===== src/rtl/ram_fifo_ctrl.sv =====
// Single-clock FIFO sequencer driving an external async-read dual-port RAM.
// Define RAM_FIFO_PEAK_EN to add the occupancy high-water mark port "peak".
module ram_fifo_ctrl #(
  parameter int DEPTH        = 16,
  parameter int WIDTH        = 8,
  parameter int AFULL_THRESH = DEPTH - 2,
  localparam int AW          = $clog2(DEPTH)
) (
  input  logic             clk,
  input  logic             rst,
  input  logic             flush,
  input  logic             in_valid,
  output logic             in_ready,
  input  logic [WIDTH-1:0] in_data,
  output logic             out_valid,
  input  logic             out_ready,
  output logic [WIDTH-1:0] out_data,
  output logic             ram_wenc,
  output logic [AW-1:0]    ram_waddr,
  output logic [WIDTH-1:0] ram_wdata,
  output logic             ram_renc,
  output logic [AW-1:0]    ram_raddr,
  input  logic [WIDTH-1:0] ram_rdata,
  output logic [AW:0]      count,
  output logic             almost_full
`ifdef RAM_FIFO_PEAK_EN
  ,
  output logic [AW:0]      peak
`endif
);

  localparam logic [AW:0] AF_LVL = (AW+1)'(AFULL_THRESH);
  localparam logic [AW:0] ONE    = (AW+1)'(1);

  logic [AW:0] wptr;
  logic [AW:0] rptr;
  logic [AW:0] count_nxt;
  logic        full;
  logic        empty;
  logic        push;
  logic        pop;

  // Wrap bit distinguishes full from empty when the addresses match.
  assign full  = (wptr[AW] != rptr[AW]) &&
                 (wptr[AW-1:0] == rptr[AW-1:0]);
  assign empty = (wptr == rptr);

  assign in_ready  = !full && !flush;
  assign out_valid = !empty && !flush;
  assign push      = in_valid && in_ready;
  assign pop       = out_valid && out_ready;

  assign ram_wenc  = push;
  assign ram_waddr = wptr[AW-1:0];
  assign ram_wdata = in_data;
  assign ram_renc  = out_valid;
  assign ram_raddr = rptr[AW-1:0];
  assign out_data  = ram_rdata;

  assign almost_full = (count >= AF_LVL);

  always_comb begin
    count_nxt = count;
    unique case ({push, pop})
      2'b10:   count_nxt = count + ONE;
      2'b01:   count_nxt = count - ONE;
      default: count_nxt = count;
    endcase
  end

  always_ff @(posedge clk or posedge rst) begin
    if (rst) begin
      wptr  <= '0;
      rptr  <= '0;
      count <= '0;
    end else if (flush) begin
      wptr  <= '0;
      rptr  <= '0;
      count <= '0;
    end else begin
      if (push) wptr <= wptr + ONE;
      if (pop)  rptr <= rptr + ONE;
      count <= count_nxt;
    end
  end

`ifdef RAM_FIFO_PEAK_EN
  always_ff @(posedge clk or posedge rst) begin
    if (rst) begin
      peak <= '0;
    end else if (flush) begin
      peak <= '0;
    end else if (count_nxt > peak) begin
      peak <= count_nxt;
    end
  end
`endif

endmodule

===== config.mk =====
export PLATFORM = sky130hd
export DESIGN_NAME = ram_fifo_ctrl
export DESIGN_NICKNAME = d
export VERILOG_FILES = /design/src/rtl/ram_fifo_ctrl.sv
export SDC_FILE = /design/constraint.sdc
export NUM_CORES = 1
export LEC_CHECK = 0
export BUFFER_PORTS_ARGS = -buffer_cell sky130_fd_sc_hd__buf_2
export CORE_MARGIN = 4
export CORE_UTILIZATION = 51
export DETAILED_ROUTE_END_ITERATION = 7
export PLACE_DENSITY = 0.92
export SYNTH_ARGS = -nofsm -noshare
export SYNTH_HDL_FRONTEND = slang
export SYNTH_SLANG_ARGS = --single-unit

===== constraint.sdc =====
create_clock -name clk -period 7.4 [get_ports clk]
set_input_delay 1.48 -clock clk [delete_from_list [all_inputs] [get_ports clk]]
set_output_delay 1.48 -clock clk [all_outputs]
set_load 0.02 [all_outputs]

# Word-level counts from Yosys, hierarchy flattened
# Cells that the tools add are included.
# W data, S select, Z words.
dict set report totals {
  reg_bits 15
  output_inout_bits 34
  word_cells 30
  in_bits 21
}
dict set report classes {
  reduce_logical 11
  n_lt_le_gt_ge 1
  n_eq_ne 5
  add_sub_neg 4
  mux 6
}
# cell n
set op_table {}
lappend op_table {{$mux W5} 5}
lappend op_table {{$add A5 B1 Y5 const B} 3}
lappend op_table {{$pmux W5 S2} 1}
lappend op_table {{$eq A5 B5 Y1} 1}
lappend op_table {{$ge A5 B4 Y1 const B} 1}
lappend op_table {{$logic_and A1 B1 Y1} 5}
lappend op_table {{$sub A5 B1 Y5 const B} 1}
lappend op_table {{$eq A4 B4 Y1} 1}
lappend op_table {{$reduce_bool A2 Y1} 2}
lappend op_table {{$logic_not A1 Y1} 3}
lappend op_table {{$reduce_bool A3 Y1} 1}
lappend op_table {{$eq A2 B1 Y1 const B} 1}
lappend op_table {{$eq A2 B2 Y1 const B} 1}
lappend op_table {{$ne A1 B1 Y1} 1}

# Longest topological paths before layout
dict set report depth {
  ltp_word 8
  depth_mapped 11
  depth_no_buf 10
}

# Least setup slack after synthesis
# No wires, ideal clock.
dict set report synth_timing {
  path_kind {input to output}
  start {input port flush}
  end {output port ram_renc}
  cell_stages 3
  t_required_ns 5.920
  path_buffers 2
  t_arrival_ns 2.283
  setup_slack_ns 3.637
  path_cell_list {clkbuf_1 > a21oi_1 > buf_4}
}
dict set report synth_between {
  elab_chain_cells 2
}
# element line
set synth_lines {}
lappend synth_lines {{start: declaration} 11} ;# input logic flush,
lappend synth_lines {{$logic_not A1 Y1} 49} ;# assign out_valid = !empty && !flush;
lappend synth_lines {{$logic_and A1 B1 Y1} 49}
lappend synth_lines {{end: declaration} 21} ;# output logic ram_renc,
# Every way passes these cells.

# Final worst setup path
dict set report layout_timing {
  start {register rptr[2]}
  end {output port ram_wenc}
}
dict set report layout_between {
  elab_chain_cells 5
}
# element line
set layout_lines {}
lappend layout_lines {{start: declaration} 36} ;# logic [AW:0] rptr;
lappend layout_lines {{start signal: assignment} 82} ;# if (pop) rptr <= rptr + ONE;
lappend layout_lines {{$eq A4 B4 Y1} 45} ;# (wptr[AW-1:0] == rptr[AW-1:0]);
lappend layout_lines {{$logic_and A1 B1 Y1} 44} ;# assign full = (wptr[AW] != rptr[AW]) &&
lappend layout_lines {{$logic_not A1 Y1} 48} ;# assign in_ready = !full && !flush;
lappend layout_lines {{$logic_and A1 B1 Y1} 48}
lappend layout_lines {{$logic_and A1 B1 Y1} 50} ;# assign push = in_valid && in_ready;
lappend layout_lines {{end: declaration} 18} ;# output logic ram_wenc,
# Every way passes these cells.

==> qor.txt <==
Setup slack, reg-to-reg: 4.14 ns
Pwr Density: 217 nW/um^2
Cell count after synthesis: 137
Cell variety after synth: 33
RR Startpoint: rptr[2]
CTS root buf: clkbuf_4
Number of global-route vias before repair: 970
Delay of the slowest critical-path stage: 0.70 ns
Skew final: 0.00379 ns
WL/cell: 15.0 um
Syn_area_per_cell: 9.24 um^2
Die X-Extent: 57.8 um
Setup-failing EPs final: 0
Num ports: 55
Clock tree sinks: 15
Peak supply drop: 0.0803 mV
Ys async rst share: 1.00
Die Span Y: 57.8 um
Synth top area share: 0.296
Routed WL: 2410 um
Min Clock Period, post-route: 3.69 ns
Register area share after synthesis: 0.296
Core ar.: 2300 um^2
Slowest cell on the critical path: or4_1
Most frequent cells in the layout: buf_2 (22), dfrtp_1 (15), nor2_1 (11), xor2_1 (10), a21oi_1 (10)
Hold path start: count[2]
Worst Hold Path Cells: 2
Max cap viols: 0
Max Clk Rate: 271 MHz
Nets@finish: 161
Critical-path maximum fanout: 7
Port Buf Inserts: 22
Vias: 934
Period Utilization, post-route: 0.498
Setup crit end kind: output port
GRT overflow: 0
CP Data Required Time: 5.92 ns
Half-perimeter wire length after detailed placement: 1900 um
Cell area after placement: 1200 um^2
FF-to-FF End: count[4]
CTS Buffer Depth: 2
Commonest non-fill, non-tap cell in the layout: buf_2
Vias per cell: 5.80
Pin count of the biggest net entering global routing: 21
Top post-synthesis cells by area: dfrtp_1 (30%), buf_4 (15%), xor2_1 (6.9%)
Hold Crit Class: reg -> reg
Mapped Area: 1270 um^2
Antenna diodes: 0
Drt first pass iters: 4
Crit Path Class: reg -> out
Status: finished clean
Worst Setup Slack post-DPL: 3.79 ns
Worst-Skew Late Latency: 0.27 ns
Hold Vio Cnt, Final: 0
Setup Buffers After CTS: 0
Worst rel slew slack: 0.537
Post_cts resized: 0
Row count: 17
EDFF count, synth: 0
RD Place Congestion: 0.908
Post-DRT Antenna Nets: 0
Unrepaired setup endpoints after global routing: false
FF-to-FF path depth: 10
Leakage: 0.625 nW
Starting Density: 0.551
Startpoint types: register
Synth Flop Type: dfrtp_1
Iter 0 DRT Violations: 31
Initial antenna violation count: 0
Hold-fix buffers, CTS: 0
Seq cells post-synth: 15
Final worst slack: 3.71 ns
Arr. time, crit path: 2.21 ns
Yosys warning count: 0
GRT Util Overall: 0.158
CTS Buf Count: 3
Reg clk slew, reported paths: 0.08 ns
Synth-to-layout area growth: -3.06%
Die area: 3340 um^2
CTS tree: yes
Post-route cell area: 1230 um^2
First-pass GRT wire length: 4250 um
Critical path's top delay family: simple AND/OR/NAND/NOR gates
Mapped Nets: 164
CP Buf/Inv Count: 1
H-tree levels: 1
Hold Crit Endpoint: count[2]
DRC errors left: 0
Crit-path cells: xor2_1 -> or4_1 -> o21ai_2 -> nor2_1 -> buf_2
Final Max Tran Viols: 0
WP depth: 5
Layout cell share with drive strength beyond 1: 0.241
Tightest Pin Transition: 0.686 ns
Post-synth top area cell: dfrtp_1
Setup TNS: 0 ns
cell families (layout without fill, tap and decap cells):
| family | count (synthesis) | count (layout) | synth area share |
|---|---|---|---|
| buffers and inverters | 37 | 33 | 0.187 |
| AND/OR/NAND/NOR | 30 | 30 | 0.133 |
| AO/OA/AOI/OAI | 29 | 29 | 0.168 |
| XOR/XNOR | 15 | 15 | 0.110 |
| flip-flops | 15 | 15 | 0.296 |
| adder cells (fa/ha/maj) | 6 | 6 | 0.0652 |
| multiplexers | 5 | 5 | 0.0405 |
registers in the layout, indices dropped and copies added, names as in the netlist:
register and cells:
wptr 5, rptr 5, count 5
metal layers:
metal,share of wire,wire [um],vias up,global-route usage
li1,-,-,440,-
met1,0.39,934,445,0.173
met2,0.51,1230,41,0.279
met3,0.082,198,8,0.0401
met4,0.017,42,0,0.0795
met5,0,0,-,0
cell usage after synthesis (2+ instances only):
library cell,instances
a21o_1,2
a21oi_1,10
and2_1,2
buf_4,26
clkbuf_1,4
dfrtp_1,15
ha_1,5
inv_1,7
mux2i_1,4
nand2_1,3
nand2b_1,2
nand3_1,4
nor2_1,11
nor2b_1,2
o2111ai_1,2
o211ai_1,2
o21ai_0,4
o21ai_2,2
o31ai_1,2
or4_1,3
xnor2_1,4
xor2_1,10
how the worst max path moves through the flow:
stage / from / slack, ns / to
3_5_place_dp: flush / 3.79 / count[4]
2_1_floorplan: flush / 3.64 / ram_renc
6_report: rptr[2] / 3.71 / ram_wenc
4_1_cts: rptr[2] / 3.70 / ram_wenc
3_3_place_gp: flush / 3.87 / ram_renc
5_1_grt: rptr[2] / 3.60 / ram_wenc
area by class of cell:
class	count	area [um^2]
flip-flops and latches	15	375
repair buffers	22	110
inverters	7	26.3
fillers	196	1070
well taps	28	35.0
multi-input cells	85	654
clock buffers	4	26.3
where the power goes:
part,leakage [nW],switching (W),internal [W]
clock,0.0150,0.0000244,0.0000209
sequential,0.205,0.0000111,0.0000905
combinational,0.405,0.0000732,0.0000458
through the flow:
step / hold WS, ns / util / power (W) / cells
after CTS: 0.608 / 0.534 / 0.000269 / 161
after global routing: 0.631 / 0.534 / 0.000287 / 161
after detailed placement: 0.592 / 0.523 / 0.000223 / 157
after floorplan: 0.563 / - / 0.000216 / 137
after global placement: 0.583 / 0.523 / 0.000218 / 157
final: 0.606 / 0.534 / 0.000266 / 161
worst register-to-register path, cell delays in order (launching register included):
cell and delay (ns):
dfrtp_1 0.45, xor2_1 0.23, or4_1 0.70, o2111ai_4 0.30, inv_1 0.12, ha_1 0.33, nor2b_1 0.14, o21ai_0 0.14
nand2b_1 0.11, or3b_1 0.37, a32o_1 0.26
(Power assumes the default switching activity.)
